==> src/rtl/reg_dump.sv <==
// rtl/reg_dump.sv - register-file dump engine: sweeps regfile port A onto a framed byte stream
module reg_dump #(
  parameter int          NUM_REGS = 32,
  parameter logic [7:0]  HEADER   = 8'hA5
) (
  input  logic        clock,
  input  logic        reset,
  input  logic        start,
  output logic        busy,
  output logic        done,
  output logic        test_mode,
  output logic [4:0]  rs_sel,
  input  logic [31:0] reg_data,
  output logic [7:0]  tx_data,
  output logic        tx_valid,
  input  logic        tx_ready
);

  localparam logic [2:0] S_IDLE   = 3'd0;
  localparam logic [2:0] S_HDR    = 3'd1;
  localparam logic [2:0] S_SETTLE = 3'd2;
  localparam logic [2:0] S_SEND   = 3'd3;
  localparam logic [2:0] S_CSUM   = 3'd4;

  localparam logic [4:0] LAST_SEL = 5'(NUM_REGS - 1);

  logic [2:0]  state_q,    state_d;
  logic [4:0]  rs_sel_q,   rs_sel_d;
  logic [31:0] shift_q,    shift_d;
  logic [1:0]  byte_cnt_q, byte_cnt_d;
  logic [7:0]  csum_q,     csum_d;
  logic        busy_q,     busy_d;
  logic        done_q,     done_d;
  logic        tx_valid_q, tx_valid_d;
  logic [7:0]  tx_data_q,  tx_data_d;

  // tx_data_q always mirrors the byte on offer, so the stream outputs never see tx_ready directly.
  always_comb begin
    state_d    = state_q;
    rs_sel_d   = rs_sel_q;
    shift_d    = shift_q;
    byte_cnt_d = byte_cnt_q;
    csum_d     = csum_q;
    busy_d     = busy_q;
    done_d     = 1'b0;
    tx_valid_d = tx_valid_q;
    tx_data_d  = tx_data_q;
    case (state_q)
      S_IDLE: begin
        if (start) begin
          state_d    = S_HDR;
          rs_sel_d   = 5'd0;
          csum_d     = 8'h00;
          busy_d     = 1'b1;
          tx_valid_d = 1'b1;
          tx_data_d  = HEADER;
        end
      end
      S_HDR: begin
        if (tx_ready) begin
          state_d    = S_SETTLE;
          tx_valid_d = 1'b0;
          tx_data_d  = 8'h00;
        end
      end
      S_SETTLE: begin
        shift_d    = reg_data;
        byte_cnt_d = 2'd0;
        state_d    = S_SEND;
        tx_valid_d = 1'b1;
        tx_data_d  = reg_data[31:24];
      end
      S_SEND: begin
        if (tx_ready) begin
          csum_d = csum_q ^ tx_data_q;
          if (byte_cnt_q != 2'd3) begin
            shift_d    = {shift_q[23:0], 8'h00};
            byte_cnt_d = byte_cnt_q + 2'd1;
            tx_data_d  = shift_q[23:16];
          end else if (rs_sel_q == LAST_SEL) begin
            state_d   = S_CSUM;
            tx_data_d = csum_q ^ tx_data_q;
          end else begin
            rs_sel_d   = rs_sel_q + 5'd1;
            state_d    = S_SETTLE;
            tx_valid_d = 1'b0;
            tx_data_d  = 8'h00;
          end
        end
      end
      S_CSUM: begin
        if (tx_ready) begin
          state_d    = S_IDLE;
          busy_d     = 1'b0;
          done_d     = 1'b1;
          tx_valid_d = 1'b0;
          tx_data_d  = 8'h00;
        end
      end
      default: state_d = S_IDLE;
    endcase
  end

  always_ff @(posedge clock or negedge reset) begin
    if (!reset) begin
      state_q    <= S_IDLE;
      rs_sel_q   <= 5'd0;
      shift_q    <= 32'h0;
      byte_cnt_q <= 2'd0;
      csum_q     <= 8'h00;
      busy_q     <= 1'b0;
      done_q     <= 1'b0;
      tx_valid_q <= 1'b0;
      tx_data_q  <= 8'h00;
    end else begin
      state_q    <= state_d;
      rs_sel_q   <= rs_sel_d;
      shift_q    <= shift_d;
      byte_cnt_q <= byte_cnt_d;
      csum_q     <= csum_d;
      busy_q     <= busy_d;
      done_q     <= done_d;
      tx_valid_q <= tx_valid_d;
      tx_data_q  <= tx_data_d;
    end
  end

  assign busy      = busy_q;
  assign test_mode = busy_q;
  assign done      = done_q;
  assign rs_sel    = rs_sel_q;
  assign tx_valid  = tx_valid_q;
  assign tx_data   = tx_data_q;

endmodule
==> config.mk <==
export PLATFORM = sky130hd
export DESIGN_NAME = reg_dump
export DESIGN_NICKNAME = d
export VERILOG_FILES = /design/src/rtl/reg_dump.sv
export SDC_FILE = /design/constraint.sdc
export NUM_CORES = 1
export LEC_CHECK = 0
export ABC_AREA = 1
export BUFFER_PORTS_ARGS = -buffer_cell sky130_fd_sc_hd__buf_2
export CELL_PAD_IN_SITES_DETAIL_PLACEMENT = 0
export CELL_PAD_IN_SITES_GLOBAL_PLACEMENT = 2
export CORE_UTILIZATION = 28
export DETAILED_ROUTE_END_ITERATION = 10
export PLACE_DENSITY = 0.87
export SLEW_MARGIN = 25
export SYNTH_ARGS = -nofsm -noshare
export SYNTH_HDL_FRONTEND = slang
export SYNTH_SLANG_ARGS = --single-unit
==> constraint.sdc <==
create_clock -name clock -period 1.6 [get_ports clock]
set_input_delay 0.32 -clock clock [delete_from_list [all_inputs] [get_ports clock]]
set_output_delay 0.32 -clock clock [all_outputs]
set_load 0.02 [all_outputs]
==> results.py, run 1 <==
metrics = {
    "clock_network": {
        "clk_pin_slew_worst_paths_ns": 0.10,
        "cts.path.max_buffers": 2,
        "cts-buffers-inserted": 5,
        "cts_tree": "built",
        "insertion_delay_ns": 0.31,
        "cts-root-buf": "clkbuf_8",
        "h-tree-depth": 2,
        "clock_sinks": 53,
    },
    "setup_path": {
        "cp_slowest_cell": "dfrtp_2",
        "crit_arrival_ns": 1.73,
        "cpMostUsedCell": "nand2_1",
        "cp_top_family": "flip-flops",
        "worstSetupStartpointType": "flop",
        "path_max_fanout": 2,
        "critPathBufInv": 0,
        "crit_required_ns": 1.81,
        "criticalPathCategory": "flop to flop",
        "crit_chain": "ha_4, and3_4, ha_1, o21ai_0, nand3_1, nand2_1, nand2_1",
        "slowest_delay_ns": 0.44,
        "endpoint_kind": "flop",
    },
    "global_route": {
        "track_usage_pct": 15.2,
        "antenna_found_initial": 0,
        "grt_pass1_wl_mm": 12.4,
        "grt_pass1_vias": 2626,
        "overflow": 0,
        "grt_max_degree": 54,
    },
    "placement": {
        "placed_cells": 585,
        "port_buffers": 52,
        "dp_hpwl_mm": 5.28,
        "gp_congestion": 0.803,
    },
    "detailed_routing": {
        "dr.pass1.iters": 4,
        "vias": 2657,
        "viasPerCell": 4.43,
        "wl_mm": 7.35,
        "drc_errors": 0,
        "drtIter0Drc": 150,
        "wl_per_cell_um": 12.3,
        "ant_nets": 0,
    },
    "sta": {
        "worst_clock_skew_ns": 0.00733,
        "period_minus_slack_ns": 1.51,
        "worstMarginPinSlew_ns": 0.304,
        "setup_violations": 0,
        "hold_viol": 0,
        "fmax_ghz": 0.660,
        "rsz0062_at_grt": "true",
        "drv_slew": 0,
        "final.setup.tns_ns": 0,
        "post-route-period-util_pct": 94.7,
        "relSlewSlack_pct": 79.7,
    },
    "floorplan": {
        "rows": 36,
        "die_height_um": 103,
        "ios": 53,
        "die_area_um2": 10600,
        "core_area_um2": 9820,
        "dieWidth_um": 103,
        "start_util_pct": 29.1,
    },
    "run": {
        "drv_cap": 0,
    },
    "logic_synthesis": {
        "ys_warn_count": 0,
        "syn_area_um2": 2860,
        "syn_area_per_cell_um2": 7.30,
        "ys_types": 25,
        "ys_seq_area_share_pct": 46.3,
        "syn_nets": 432,
        "ys_ff_latch": 53,
        "syn_inst": 392,
    },
    "power": {
        "seqPwrFrac_pct": 31.9,
        "swShare_pct": 45.6,
        "total_switching_power_mw": 3.16,
        "p_leak_nw": 2.01,
        "cellPowerDensity_nw_per_um2": 1910,
        "p_int_mw": 3.77,
        "finalPower_mw": 6.93,
        "peakVddDrop_mv": 0.595,
        "combPwrFrac_pct": 54.0,
        "clkPwrFrac_pct": 14.1,
    },
    "final_layout": {
        "layout.nets": 506,
        "stdcell_count": 600,
        "syn_to_final_growth_pct": 26.8,
        "antenna_cells": 0,
        "layout-drive-gt1-share_pct": 24.6,
    },
    "outcome": {
        "status": "finished clean",
    },
    "worst_hold_path": {
        "worst_hold_path_type": "input pin to flop",
    },
}
-- state kept, by name, summed over array words and instances (netlist names) --
| name | count |
|---|---|
| busy | 1 |
| csum_q | 8 |
| done | 1 |
| state_q | 3 |
| rs_sel | 5 |
| byte_cnt_q | 2 |
| tx_valid | 1 |
| shift_q | 24 |
| tx_data | 8 |
-- cell usage after synthesis --
master    number  area, um^2
a21oi_1        2        10.0
a21oi_2        1        8.76
a31oi_1        1        6.26
and3_1         1        6.26
buf_1          1        3.75
buf_2          7        35.0
buf_4          4        30.0
buf_6          2        22.5
clkbuf_1       1        3.75
dfrtp_1       53        1330
ha_1           4        50.1
inv_1         31         116
inv_2          5        18.8
nand2_1      176         661
nand2_2        3        18.8
nand3_1       35         175
nand3b_1       4        30.0
nand4_1        2        12.5
nor2_1        16        60.1
nor2_4         4        45.0
nor3_1         1        5.00
o21ai_0       28         140
o21ai_1        3        15.0
xnor2_1        3        26.3
xor2_1         4        35.0
-- placed cells by master (no fill, tap or decap) --
master / synthesis / final
nand3b_1: 4 / 4
clkbuf_8: 0 / 6
inv_8: 0 / 1
ha_1: 4 / 2
and3_4: 0 / 1
buf_2: 7 / 52
clkinvlp_4: 0 / 1
xnor2_1: 3 / 3
ha_4: 0 / 2
nand2_1: 176 / 174
o21ai_0: 28 / 28
a21oi_1: 2 / 2
buf_4: 4 / 27
nand2_4: 0 / 1
nand4_1: 2 / 2
inv_2: 5 / 5
nand3_2: 0 / 1
a21oi_4: 0 / 1
inv_1: 31 / 30
o21ai_1: 3 / 2
bufinv_16: 0 / 1
nor2_1: 16 / 16
nand3_1: 35 / 34
dfrtp_1: 53 / 48
xor2_1: 4 / 4
buf_12: 0 / 1
nor2_4: 4 / 4
a31oi_1: 1 / 1
dlygate4sd3_1: 0 / 1
nand2_2: 3 / 4
buf_6: 2 / 1
dfrtp_2: 0 / 5
o21ai_2: 0 / 1
nor3_1: 1 / 1
-- stage by stage --
stage | setup slack, ns | utilization, % | hold WS (ns) | instance area [um^2]
floorplan | 0.00154 | - | 0.0244 | 2870
global placement | 0.00965 | 34.5 | 0.346 | 3390
detailed placement | -0.0229 | 34.5 | 0.342 | 3390
CTS | 0.00987 | 35.8 | 0.216 | 3520
global route | -0.0302 | 36.9 | 0.240 | 3630
finish | 0.0853 | 36.9 | 0.227 | 3630
-- cells by family after synthesis --
kind of cell	after synthesis	synth area share [%]
simple gates	242	35.4
compound gates	35	6.30
xor+xnor	7	2.14
flops	53	46.3
buf+inv	51	8.05
fa+ha+maj	4	1.75
-- worst paths after layout --
check | from | endpoint | slack, ns | cells past startpoint
max in group asynchronous | reset | rs_sel[1] | 0.80 | 3
max reg2reg | rs_sel[0] | tx_valid | 0.09 | 7
min in group asynchronous | reset | busy | 0.52 | 3
max | rs_sel[0] | tx_valid | 0.09 | 7
min | reg_data[7] | shift_q[7] | 0.23 | 3
min reg2reg | shift_q[19] | shift_q[19] | 0.48 | 2
-- power groups by stage --
stage / registers [mW] / clock network, mW / logic (mW)
finish: 2.21 / 0.979 / 3.74
global route: 2.28 / 1.05 / 4.30
CTS: 2.20 / 1.02 / 3.62
detailed placement: 2.23 / 0 / 3.60
global placement: 2.22 / 0 / 3.58
floorplan: 2.31 / 0 / 2.42
-- routing by layer --
layer	wire length (um)	vias to the layer above	GRT usage [%]
met3	296	8	2.58
li1	-	1366	-
met1	3590	1222	20.5
met2	3380	61	25.1
met5	0	-	0
met4	85	0	4.01
-- area by class of cell --
cell class	count	area [um^2]
well taps	133	166
fillers	1113	6190
flip-flops and latches	53	1330
multi-input cells	288	1360
clock buffers	6	82.6
inverters	36	143
clock inverters	2	37.5
repair buffers	82	504
-- tightest hold or removal path, stage by stage --
cell     delay (ns)
buf_2          0.07
nand3_1        0.06
nand2_1        0.06
-- timing repair --
action,in CTS,in global routing
endpoints found under the hold margin,1,0
setup endpoints to repair,2,44
resized for setup,1,15
pin swaps,0,3
setup buffers,0,6
hold buffers,1,0
Note: power is estimated with default switching activity, not from simulation.
==> run 2: changes to the inputs <==
--- a/config.mk
+++ b/config.mk
@@ -9,9 +9,10 @@
 export BUFFER_PORTS_ARGS = -buffer_cell sky130_fd_sc_hd__buf_2
 export CELL_PAD_IN_SITES_DETAIL_PLACEMENT = 0
 export CELL_PAD_IN_SITES_GLOBAL_PLACEMENT = 2
-export CORE_UTILIZATION = 28
+export CORE_UTILIZATION = 30
 export DETAILED_ROUTE_END_ITERATION = 10
-export PLACE_DENSITY = 0.87
+export GPL_TIMING_DRIVEN = 0
+export PLACE_DENSITY = 0.88
 export SLEW_MARGIN = 25
 export SYNTH_ARGS = -nofsm -noshare
 export SYNTH_HDL_FRONTEND = slang
==> constraint.sdc (replaced) <==
create_clock -name clock -period 1.5 [get_ports clock]
set_input_delay 0.3 -clock clock [delete_from_list [all_inputs] [get_ports clock]]
set_output_delay 0.3 -clock clock [all_outputs]
set_load 0.02 [all_outputs]
==> run 2 against run 1 <==
- the flow now finishes with violations (setup timing)
- via count is 3.0% higher
- die area is 6.5% lower
- total power is 16% higher
- non-clock buffer count is 7 higher
- final cell count is 0.50% higher
- register-to-register slack worse by 0.09 ns
- count of clock-buffer cells in the layout stayed put
- routed wire length is 5.8% higher
- flip-flop and latch count stayed put
- sequential share of layout area is 1.6 points lower
- combinational power is 26% higher
- first-iteration DRC count is 41% lower
- critical endpoint is now csum_q[2]
- largest cell class unchanged
- highest routed layer unchanged
==> results.py, run 2 (synthesis results as in run 1) <==
metrics = {
    "outcome": {
        "status": "finished, violations left",
        "violations": "setup timing",
    },
    "placement": {
        "dp_hpwl_mm": 5.34,
        "gp_congestion": 0.806,
        "placed_cells": 573,
        "dpl_cell_area_um2": 3330,
        "port_buffers": 52,
    },
    "setup_path": {
        "slowest_delay_ns": 0.48,
        "critPathBufInv": 2,
        "crit_required_ns": 1.75,
        "reg2reg_from": "state_q[0]",
        "critPathCapture": "csum_q[2]",
        "startpoint": "state_q[0]",
        "crit_arrival_ns": 1.76,
        "cpMostUsedCell": "nand2_1",
        "reg2reg_slack_ns": -0.007,
        "ff2ff_path_depth": 8,
        "criticalPathCategory": "flop to flop",
        "path_max_fanout": 7,
        "endpoint_kind": "flop",
        "path_depth": 8,
        "reg2reg_to": "csum_q[2]",
        "worstSetupStartpointType": "flop",
        "cp_slowest_cell": "dfrtp_2",
        "cp_top_family": "simple AND/OR/NAND/NOR gates",
        "crit_chain": "nor2_4, nand2_1, nand2_1, inv_2, nor2_4, buf_6, nand3_1, nand2_1",
    },
    "global_route": {
        "antenna_found_initial": 0,
        "grt_max_degree": 54,
        "grt_pass1_wl_mm": 13.1,
        "overflow": 0,
        "grt_pass1_vias": 2665,
        "track_usage_pct": 16.9,
    },
    "detailed_routing": {
        "drc_errors": 0,
        "ant_nets": 0,
        "wl_per_cell_um": 12.9,
        "wl_mm": 7.78,
        "vias": 2738,
        "drtIter0Drc": 88,
        "dr.pass1.iters": 4,
        "viasPerCell": 4.54,
    },
    "floorplan": {
        "dieWidth_um": 99.7,
        "core_area_um2": 9240,
        "die_height_um": 99.7,
        "ios": 53,
        "rows": 35,
        "start_util_pct": 31.0,
        "die_area_um2": 9930,
    },
    "sta": {
        "fmax_ghz": 0.664,
        "worst_clock_skew_ns": 0.0158,
        "period_minus_slack_ns": 1.51,
        "drv_slew": 0,
        "hold_viol": 0,
        "relSlewSlack_pct": 53.5,
        "post-route-period-util_pct": 100,
        "setup_violations": 8,
        "worstMarginPinSlew_ns": 0.698,
        "rsz0062_at_grt": "true",
        "finalWorstSetupSlack_ns": -0.00676,
    },
    "clock_network": {
        "cts.path.max_buffers": 2,
        "cts-root-buf": "clkbuf_8",
        "cts_tree": "built",
        "clock_sinks": 53,
        "cts-buffers-inserted": 5,
        "insertion_delay_ns": 0.31,
        "clk_pin_slew_worst_paths_ns": 0.11,
        "h-tree-depth": 2,
        "hold_buffers": 0,
    },
    "power": {
        "p_leak_nw": 2.06,
        "cellPowerDensity_nw_per_um2": 2120,
        "finalPower_mw": 8.05,
        "peakVddDrop_mv": 0.783,
    },
    "final_layout": {
        "largest_register": "shift_q",
        "fillers": 1022,
        "stdcell_count": 603,
        "syn_to_final_growth_pct": 32.5,
        "antenna_cells": 0,
        "largest_reg_flops": 24,
        "layout.nets": 513,
        "fin_area_um2": 3790,
        "final_common_cell": "nand2_1",
        "final_cell_mix": "nand2_1 (161), buf_2 (55), dfrtp_1 (49)",
        "fin_util_pct": 41.0,
        "layout-drive-gt1-share_pct": 30.2,
    },
    "run": {
        "drv_cap": 0,
    },
    "worst_hold_path": {
        "worst_hold_path_type": "input pin to async pin",
    },
}
## run 2: cell count changes in the layout (fill, tap and decap cells not counted), sizes merged
cell	delta
buf	+7
clkbuf	+1
clkinv	+1
clkinvlp	-1
dlygate4sd3	-1
## run 2: final cells by class
type	count	area, um^2	share of cell area (%)
plain buffers	15	134	3.53
clock buffers	6	72.6	1.91
clock inverters	2	35.0	0.924
inverters	36	148	3.89
multi-input cells	288	1460	38.6
flip-flops and latches	53	1330	35.1
well taps	129	161	4.26
repair buffers	74	447	11.8
## run 2: what timing repair did
action	4_1_cts	5_1_grt
gates resized for setup	24	36
pin swaps	9	16
setup endpoints to repair	51	47
gates cloned	0	1
buffers inserted	17	4
## run 2: worst min-delay path by stage
| stage | endpoint | startpoint | depth (start not counted) |
|---|---|---|---|
| 5_1_grt | rs_sel[3] | reset | 1 |
| 6_report | rs_sel[3] | reset | 1 |
| 2_1_floorplan | busy | reset | 0 |
| 4_1_cts | rs_sel[3] | reset | 1 |
| 3_3_place_gp | tx_valid | tx_valid | 2 |
| 3_5_place_dp | rs_sel[3] | reset | 1 |
## run 2: report_power, final
part	internal, mW	total (mW)	switching [mW]
combinational	1.85	4.71	2.86
sequential	2.00	2.35	0.347
clock	0.497	0.994	0.497
total	4.35	8.05	3.70
## run 2: stage by stage
stage,hold WS (ns),setup slack (ns),TNS (ns)
after floorplan,0.00441,-0.00220,-0.00441
after global routing,0.0794,-0.116,-2.49
after CTS,0.0531,-0.0101,-0.0226
after detailed placement,0.407,-0.251,-6.79
after global placement,0.453,-0.255,-6.89
final,0.0146,-0.00676,-0.0285
## run 2: per-layer routing
layer  up-vias  share of wire [%]  track usage [%]
met5         -                  0                0
met4         0               0.71             3.85
met3         5                3.3             2.67
met2        55                 46             28.5
met1      1301                 50             22.7
li1       1377                  -                -
==> run 3: changes to the inputs <==
--- a/config.mk
+++ b/config.mk
@@ -6,13 +6,15 @@
 export NUM_CORES = 1
 export LEC_CHECK = 0
 export ABC_AREA = 1
-export BUFFER_PORTS_ARGS = -buffer_cell sky130_fd_sc_hd__buf_2
+export CAP_MARGIN = 20
 export CELL_PAD_IN_SITES_DETAIL_PLACEMENT = 0
 export CELL_PAD_IN_SITES_GLOBAL_PLACEMENT = 2
 export CORE_UTILIZATION = 30
 export DETAILED_ROUTE_END_ITERATION = 10
+export DONT_BUFFER_PORTS = 1
 export GPL_TIMING_DRIVEN = 0
-export PLACE_DENSITY = 0.88
+export HOLD_SLACK_MARGIN = 0.06
+export PLACE_DENSITY = 0.8
 export SLEW_MARGIN = 25
 export SYNTH_ARGS = -nofsm -noshare
 export SYNTH_HDL_FRONTEND = slang
==> run 3 against run 2 <==
- the run ends with hold timing, setup timing left
- die area unchanged
- largest cell class unchanged
- non-clock buffer count decreased by 40
- highest routed layer unchanged
- via count decreased by 4.3%
- largest power group unchanged
- critical endpoint is now rs_sel[3]
==> results.py, run 3 (synthesis results as in run 1) <==
metrics = {
    "outcome": {
        "status": "finished, violations left",
        "violations": "hold timing, setup timing",
    },
    "sta": {
        "rsz0062_at_grt": "true",
        "post-route-period-util_pct": 108,
        "finalWorstSetupSlack_ns": -0.119,
        "fmax_ghz": 0.617,
        "drv_slew": 0,
        "holdWs_ns": -0.330,
        "setup_violations": 31,
        "worstMarginPinSlew_ns": 0.440,
        "final.setup.tns_ns": -2.43,
        "period_minus_slack_ns": 1.62,
        "worst_clock_skew_ns": 0.0131,
        "hold_viol": 53,
        "relSlewSlack_pct": 70.7,
    },
    "final_layout": {
        "layout.nets": 473,
        "multiInputGateArea_um2": 1550,
        "antenna_cells": 0,
        "fillers": 945,
        "syn_to_final_growth_pct": 34.2,
        "seq_area_um2": 1330,
        "layout-drive-gt1-share_pct": 29.3,
        "final_common_cell": "nand2_1",
        "final_cell_mix": "nand2_1 (144), dfrtp_1 (48), nand3_1 (29)",
        "largest_register": "shift_q",
        "fin_util_pct": 41.6,
        "largest_reg_flops": 24,
    },
    "setup_path": {
        "criticalPathCategory": "flop to flop",
        "path_max_fanout": 6,
        "worstSetupStartpointType": "flop",
        "crit_arrival_ns": 1.82,
        "crit_required_ns": 1.70,
        "endpoint_kind": "flop",
    },
    "placement": {
        "place_ws_ns": -0.303,
        "dp_hpwl_mm": 5.32,
        "gp_congestion": 0.757,
        "port_buffers": 0,
    },
    "floorplan": {
        "start_util_pct": 31.0,
        "core_area_um2": 9240,
        "die_area_um2": 9930,
        "dieWidth_um": 99.7,
        "ios": 53,
        "die_height_um": 99.7,
        "rows": 35,
    },
    "clock_network": {
        "cts.path.max_buffers": 2,
        "clock_sinks": 53,
        "cts-root-buf": "clkbuf_8",
        "cts-buffers-inserted": 5,
        "clk_pin_slew_worst_paths_ns": 0.12,
        "cts_tree": "built",
        "insertion_delay_ns": 0.31,
        "h-tree-depth": 2,
    },
    "power": {
        "finalPower_mw": 9.05,
        "cellPowerDensity_nw_per_um2": 2360,
        "peakVddDrop_mv": 0.715,
        "p_leak_nw": 1.98,
    },
    "detailed_routing": {
        "top_layer": "met4",
        "dr_wl_met3_um": 231,
        "wl_per_cell_um": 14.3,
        "drtIter0Drc": 89,
        "dr.pass1.iters": 4,
        "ant_nets": 0,
        "wl_mm": 8.04,
        "drc_errors": 0,
        "dr_wl_met2_mm": 3.93,
        "m1WireLength_mm": 3.85,
        "viasPerCell": 4.65,
        "vias": 2619,
    },
    "global_route": {
        "track_usage_pct": 16.5,
        "antenna_found_initial": 0,
        "grt_max_degree": 54,
        "grt_pass1_wl_mm": 12.8,
        "overflow": 0,
        "grt_pass1_vias": 2521,
    },
    "worst_hold_path": {
        "worst_hold_path_type": "input pin to async pin",
    },
    "run": {
        "drv_cap": 0,
    },
}
run 3: timing repair:
action / CTS / global route
gates resized for setup: 26 / 90
setup buffers: 15 / 15
endpoints found under the hold margin: 53 / 53
endpoints found under the setup margin: 51 / 48
gates cloned: 0 / 4
pin swaps: 7 / 28
run 3: final cells by class:
| cell class | instances | share of cell area (%) |
|---|---|---|
| plain buffers | 15 | 4.46 |
| clock buffers | 5 | 1.79 |
| clock inverters | 3 | 0.651 |
| inverters | 36 | 4.17 |
| multi-input cells | 288 | 40.3 |
| flip-flops and latches | 53 | 34.7 |
| well taps | 129 | 4.20 |
| repair buffers | 34 | 9.77 |
run 3: metrics by stage:
step,area [um^2],instances
detailed placement,3070,521
global placement,3070,521
CTS,3360,544
floorplan,2910,392
finish,3840,563
global route,3840,563
run 3: worst max-delay path, stage by stage (launching register included):
cell and delay (ns):
dfrtp_2 0.51, ha_4 0.19, and3_4 0.18, ha_4 0.17, o21ai_4 0.23, nand2_4 0.11, nand2_1 0.07, nand2_1 0.05
run 3: path summary, 6_finish.rpt:
path                        startpoint         end  slack [ns]  cells past startpoint
setup / recovery             rs_sel[0]   rs_sel[3]       -0.12                      7
hold / removal                   reset  shift_q[9]       -0.33                      0
setup reg to reg             rs_sel[0]   rs_sel[3]       -0.12                      7
hold reg to reg             shift_q[3]  shift_q[3]        0.49                      2
max in group asynchronous        reset   rs_sel[1]        1.71                      0
min in group clock         reg_data[7]  shift_q[7]        0.11                      2
run 3: metal layers:
| layer | vias to the layer above | GRT usage [%] |
|---|---|---|
| li1 | 1308 | - |
| met3 | 2 | 2.95 |
| met5 | - | 0 |
| met2 | 44 | 26.9 |
| met1 | 1265 | 23.3 |
| met4 | 0 | 2.38 |
run 3: report_power, final:
group	switching, mW	internal, mW
Combinational	2.97	2.64
Sequential	0.566	2.00
Clock	0.532	0.342
